### src/rtl/key_event_arbiter.sv
// Serialises one-cycle key release pulses into an ordered event stream:
// per-key pending bits, a round-robin arbiter and a show-ahead event FIFO.
module key_event_arbiter #(
    parameter int KEY_NUM    = 4,
    parameter int FIFO_DEPTH = 4,
    parameter int CODE_W     = $clog2(KEY_NUM),
    parameter int LVL_W      = $clog2(FIFO_DEPTH) + 1
) (
    input  logic               clk,
    input  logic               rst_n,
    input  logic [KEY_NUM-1:0] i_key_pulse,
    output logic               o_evt_valid,
    input  logic               i_evt_ready,
    output logic [CODE_W-1:0]  o_evt_code,
    output logic [LVL_W-1:0]   o_evt_level,
    output logic               o_overflow,
    input  logic               i_ovf_clr
);

    localparam int                IDX_W    = LVL_W - 1;
    localparam int                SUM_W    = CODE_W + 1;
    localparam logic [CODE_W-1:0] LAST_KEY = CODE_W'(KEY_NUM - 1);
    localparam logic [SUM_W-1:0]  KEY_MOD  = SUM_W'(KEY_NUM);

    logic [KEY_NUM-1:0] r_pend;
    logic [CODE_W-1:0]  r_ptr;
    logic [CODE_W-1:0]  r_mem [FIFO_DEPTH];
    logic [LVL_W-1:0]   r_wptr;
    logic [LVL_W-1:0]   r_rptr;
    logic               r_overflow;

    logic               w_empty;
    logic               w_full;
    logic               w_pop;
    logic               w_grant;
    logic               w_found;
    logic [KEY_NUM-1:0] w_rot;
    logic [SUM_W-1:0]   w_sum;
    logic [CODE_W-1:0]  w_gnt_idx;
    logic [CODE_W-1:0]  w_next_ptr;
    logic [KEY_NUM-1:0] w_gnt_onehot;
    logic               w_merge_loss;

    assign w_empty = (r_wptr == r_rptr);
    assign w_full  = (r_wptr[LVL_W-1] != r_rptr[LVL_W-1]) &&
                     (r_wptr[IDX_W-1:0] == r_rptr[IDX_W-1:0]);
    assign w_pop   = !w_empty && i_evt_ready;

    // Rotate pend so the pointer position lands on bit 0, pick the lowest set
    // bit, then map the offset back to an absolute key index.
    always_comb begin
        w_rot   = KEY_NUM'({r_pend, r_pend} >> r_ptr);
        w_found = 1'b0;
        w_sum   = {1'b0, r_ptr};
        for (int off = 0; off < KEY_NUM; off++) begin
            if (!w_found && w_rot[off]) begin
                w_found = 1'b1;
                w_sum   = {1'b0, r_ptr} + SUM_W'(off);
            end
        end
        if (w_sum >= KEY_MOD) begin
            w_sum = w_sum - KEY_MOD;
        end
        w_gnt_idx = w_sum[CODE_W-1:0];
    end

    // A full FIFO may still accept a push when the head leaves in the same cycle.
    assign w_grant      = w_found && (!w_full || w_pop);
    assign w_next_ptr   = (w_gnt_idx == LAST_KEY) ? '0 : w_gnt_idx + 1'b1;
    assign w_gnt_onehot = w_grant ? (KEY_NUM'(1) << w_gnt_idx) : '0;
    assign w_merge_loss = |(i_key_pulse & r_pend & ~w_gnt_onehot);

    always_ff @(posedge clk or negedge rst_n) begin
        if (!rst_n) begin
            r_pend <= '0;
            r_ptr  <= '0;
        end else begin
            r_pend <= (r_pend & ~w_gnt_onehot) | i_key_pulse;
            if (w_grant) begin
                r_ptr <= w_next_ptr;
            end
        end
    end

    always_ff @(posedge clk or negedge rst_n) begin
        if (!rst_n) begin
            r_overflow <= 1'b0;
        end else if (w_merge_loss) begin
            r_overflow <= 1'b1;
        end else if (i_ovf_clr) begin
            r_overflow <= 1'b0;
        end
    end

    // Pointers carry one extra wrap bit so full and empty are distinguishable.
    always_ff @(posedge clk or negedge rst_n) begin
        if (!rst_n) begin
            r_wptr <= '0;
            r_rptr <= '0;
            for (int i = 0; i < FIFO_DEPTH; i++) begin
                r_mem[i] <= '0;
            end
        end else begin
            if (w_grant) begin
                r_mem[r_wptr[IDX_W-1:0]] <= w_gnt_idx;
                r_wptr                   <= r_wptr + 1'b1;
            end
            if (w_pop) begin
                r_rptr <= r_rptr + 1'b1;
            end
        end
    end

    assign o_evt_valid = !w_empty;
    assign o_evt_code  = w_empty ? '0 : r_mem[r_rptr[IDX_W-1:0]];
    assign o_evt_level = r_wptr - r_rptr;
    assign o_overflow  = r_overflow;

endmodule
### config.mk
export PLATFORM = sky130hd
export DESIGN_NAME = key_event_arbiter
export DESIGN_NICKNAME = d
export VERILOG_FILES = /design/src/rtl/key_event_arbiter.sv
export SDC_FILE = /design/constraint.sdc
export NUM_CORES = 1
export LEC_CHECK = 0
export ABC_AREA = 1
export CORE_ASPECT_RATIO = 0.9
export CORE_MARGIN = 5
export CORE_UTILIZATION = 53
export CTS_BUF_LIST = sky130_fd_sc_hd__clkbuf_4
export DETAILED_ROUTE_END_ITERATION = 7
export PLACE_DENSITY = 0.75
export REMOVE_ABC_BUFFERS = 1
export SLEW_MARGIN = 20
export SYNTH_ARGS = -nofsm -noshare
export SYNTH_HDL_FRONTEND = slang
export SYNTH_SLANG_ARGS = --single-unit
### constraint.sdc
create_clock -name clk -period 3.68 [get_ports clk]
set_input_delay 0.736 -clock clk [delete_from_list [all_inputs] [get_ports clk]]
set_output_delay 0.736 -clock clk [all_outputs]
set_load 0.01 [all_outputs]
==> results.md <==
CTS:
- No sink is reached through more buffers than the 2 on the longest clock path.
- Clock tree synthesis selected as its root buffer the cell sky130_fd_sc_hd__clkbuf_4.
- Once the clock tree was built, the setup fixing pass inserted 0 buffers.
- The post-CTS clock slew at the launch and capture registers of the worst setup and hold paths is 0.12 ns.
- The post-cts repair resize count is 0.
- The insertion delay to the later sink of the worst-skew pair is 0.31 ns.
- TritonCTS built the clock tree.
- Counting every sink on the clock net gives 21.
- CTS built an H-tree with a depth of 1.
- After clock tree synthesis, the flow added hold-fix buffers numbering 0.
- The TritonCTS buffer count is 3.

Cells and area:
- The final layout contains 223 nets.
- The area of all placed cells without fillers is 0.001600 mm2.
- From synthesis to final layout, the design area changed by 13.89%.
- The fraction of final layout cells with drive strength greater than 1 is 10.89%.
- The filler-free cell count of the finished design is 230.
- The count of inserted antenna diode cells is 0.

Synthesis:
- Synthesis produced 185 cells.
- Ranked by total cell area, the synthesized netlist is headed by sky130_fd_sc_hd__dfrtp_1, sky130_fd_sc_hd__nand2_1, sky130_fd_sc_hd__ha_1.
- The synthesized design contains 0 enable-type register cells.
- The cell area after synthesis is 0.001405 mm2.
- Each instance of the synthesized netlist takes up on average 7.595 um2.
- Summed over all instances, the cell type with the most area after synthesis is sky130_fd_sc_hd__dfrtp_1.
- For this run, the number of Yosys warnings is 0.
- For this run, the leading register cell type out of synthesis is sky130_fd_sc_hd__dfrtp_1.
- The fraction of the yosys area taken by sequential cells is 37.40%.
- Counting instances in the post-synthesis netlist gives the leading cell types as sky130_fd_sc_hd__nand2_1, sky130_fd_sc_hd__inv_1, sky130_fd_sc_hd__dfrtp_1, sky130_fd_sc_hd__nand3_1, sky130_fd_sc_hd__nor2_1.
- The fraction of synthesis flops using an asynchronous set or reset pin is 100.0%.
- The number of different library cells in the post-synthesis netlist is 20.
- After synthesis, the largest area contributor takes up 37.40% of total cell area.
- By instance count, the leading cell after synthesis is sky130_fd_sc_hd__nand2_1.
- The synthesized flop and latch total is 21.

Place:
- Buffers placed on the I/O ports in this run total 14.
- The congestion estimate from routability-driven global placement came to 0.8415.
- The total placed cells including tap cells is 226.
- The placed wire-length estimate is 2.266 mm.
- Summing all placed instances gives a cell area of 0.001573 mm2.

Timing:
- The hold violation count in the final report came to 0.
- At the pin with the least slew margin, the transition time is 0.9036 ns.
- The max-slew violation count came to 0.
- The achievable frequency is 0.3507 GHz.
- The worst hold slack is 0.4960 ns.
- In this run the tightest slew margin relative to its limit is 39.57%.
- Setup violations remaining at the end of the flow were counted as 0.
- The minimum clock period is 2.852 ns.
- In the final timing run, aggregate negative setup slack is 0 ns.
- Between clock sinks in the finished design, the worst skew comes to 0.0009040 ns.
- The share of the cycle needed by the critical path after routing is 77.49%.
- Setup repair after global routing left no endpoint under its margin.

Worst setup path:
- Across all register-to-register paths, the minimum setup slack is 1.53 ns.
- Along the worst path, the maximum fanout reaches 4.
- The worst setup path is launched from a flop.
- The worst register-to-register path ends at o_overflow.
- The source of the critical timing path is r_wptr[0].
- Measured in cells, the most critical reg-to-reg path has a length of 16.
- The startpoint identified for the worst register-to-register timing path is r_ptr[1].
- The critical path is of the flop to output pin type.
- The data required time at the worst endpoint is 2.94 ns.
- The kind of capture point of the worst setup path is an output pin.
- For the worst setup path, the data arrival time is 2.12 ns.

Floorplan:
- The initial core utilization is 56.46%.
- The count of boundary I/O pins is 15.
- From left edge to right edge, the die measures 64.28 um.
- The initialized floorplan defines 17 standard-cell rows.
- The floorplan core area is 0.002489 mm2.
- The floorplan step defined a die boundary enclosing 0.003782 mm2.
- The die is 58.85 um tall.

Run:
- The total of max-cap violations is 0.

Routing:
- After detailed routing, the number of vias per cell comes to 4.961.
- In the routed design, unresolved DRC markers number 0.
- The final wirelength is 2.718 mm.
- The number of vias after detailed routing is 1141.
- In this run, the number of DRC markers left after iteration 0 of detailed routing was 51.
- Dividing the detail-routed wire length by the instance count gives 11.82 um.
- The number of detailed-route iterations in the first pass is 4.
- In this run the remaining antenna-violating nets after routing total 0.

GRT:
- The via count of the first global-routing pass came to 1138.
- The global-route total usage across every layer is 15.96%.
- The largest net degree at the start of global routing is 22.
- The total global routing overflow is 0.
- The initial antenna violation count was 0.
- The first global-routing pass estimated 4.940 mm of wire.

Hold path:
- The startpoint of the tightest hold check path is r_wptr[2].
- In this run the worst hold path is classified as flop to flop.
- The cell depth of the worst hold path is 1.
- The end point of the most critical hold path is r_wptr[2].

Run status:
- The run finished with clean final reports.
==> metrics by stage <==
step	utilization, %	worst slack [ns]
after CTS	64.30	0.8258
final	64.30	0.8283
after floorplan	-	1.688
after detailed placement	63.20	1.173
after global routing	64.30	0.6888
after global placement	63.20	1.214
==> critical path: stages, from the launching register on <==
cell and delay [ns]:
sky130_fd_sc_hd__dfrtp_1 0.41, sky130_fd_sc_hd__inv_1 0.11, sky130_fd_sc_hd__ha_1 0.22, sky130_fd_sc_hd__fa_1 0.37, sky130_fd_sc_hd__xor2_1 0.15, sky130_fd_sc_hd__clkdlybuf4s50_1 0.55
==> flip-flops by register name (all words and copies together), names as in the netlist <==
signal and flops:
r_ptr 2, o_overflow 1, r_rptr 3, r_wptr 3, r_mem 8, r_pend 4
==> cell type report <==
cell class / instances / area, um2
repair buffers: 14 / 140.1
well taps: 28 / 35.03
multi-input cells: 136 / 765.7
clock buffers: 3 / 22.52
inverters: 27 / 106.4
flip-flops and latches: 21 / 525.5
fillers: 234 / 888.4
clock inverters: 1 / 5.005
==> logic make-up (layout without fill, tap and decap cells) <==
group	count (synthesis)	after routing	share of synthesized area [%]
DFF	21	21	37.40
and+or+nand+nor	100	100	32.41
buffers and inverters	28	45	8.103
adders and majority gates	12	12	11.22
AOI/OAI and AO/OA	18	18	7.123
xor gates and xnor gates	6	6	3.740
==> worst max-delay path by stage <==
stage	endpoint	cells after the start	slack (ns)
2_1_floorplan	o_evt_level[2]	4	1.69
3_3_place_gp	o_evt_level[2]	5	1.21
3_5_place_dp	o_evt_level[2]	5	1.17
4_1_cts	o_evt_level[2]	5	0.83
5_1_grt	o_evt_level[2]	5	0.69
6_report	o_evt_level[2]	5	0.83
==> cell usage in the layout, fill, tap and decap left out, drive strengths merged <==
cell type,count
xnor2,1
clkdlybuf4s50,14
nand3,16
ha,11
dfrtp,21
a21oi,3
clkbuf,3
nand2,69
fa,1
o21ai,11
nor2,15
xor2,5
clkinv,1
inv,27
a21o,4
==> metal layers <==
metal	routed length (um)	global-route usage, %
met3	99	3.626
met2	1277	26.14
met1	1341	22.99
met4	0	0
met5	0	0
Power is not shown: default switching activity piles up to over one toggle a cycle in this logic, so the estimate is an artifact.
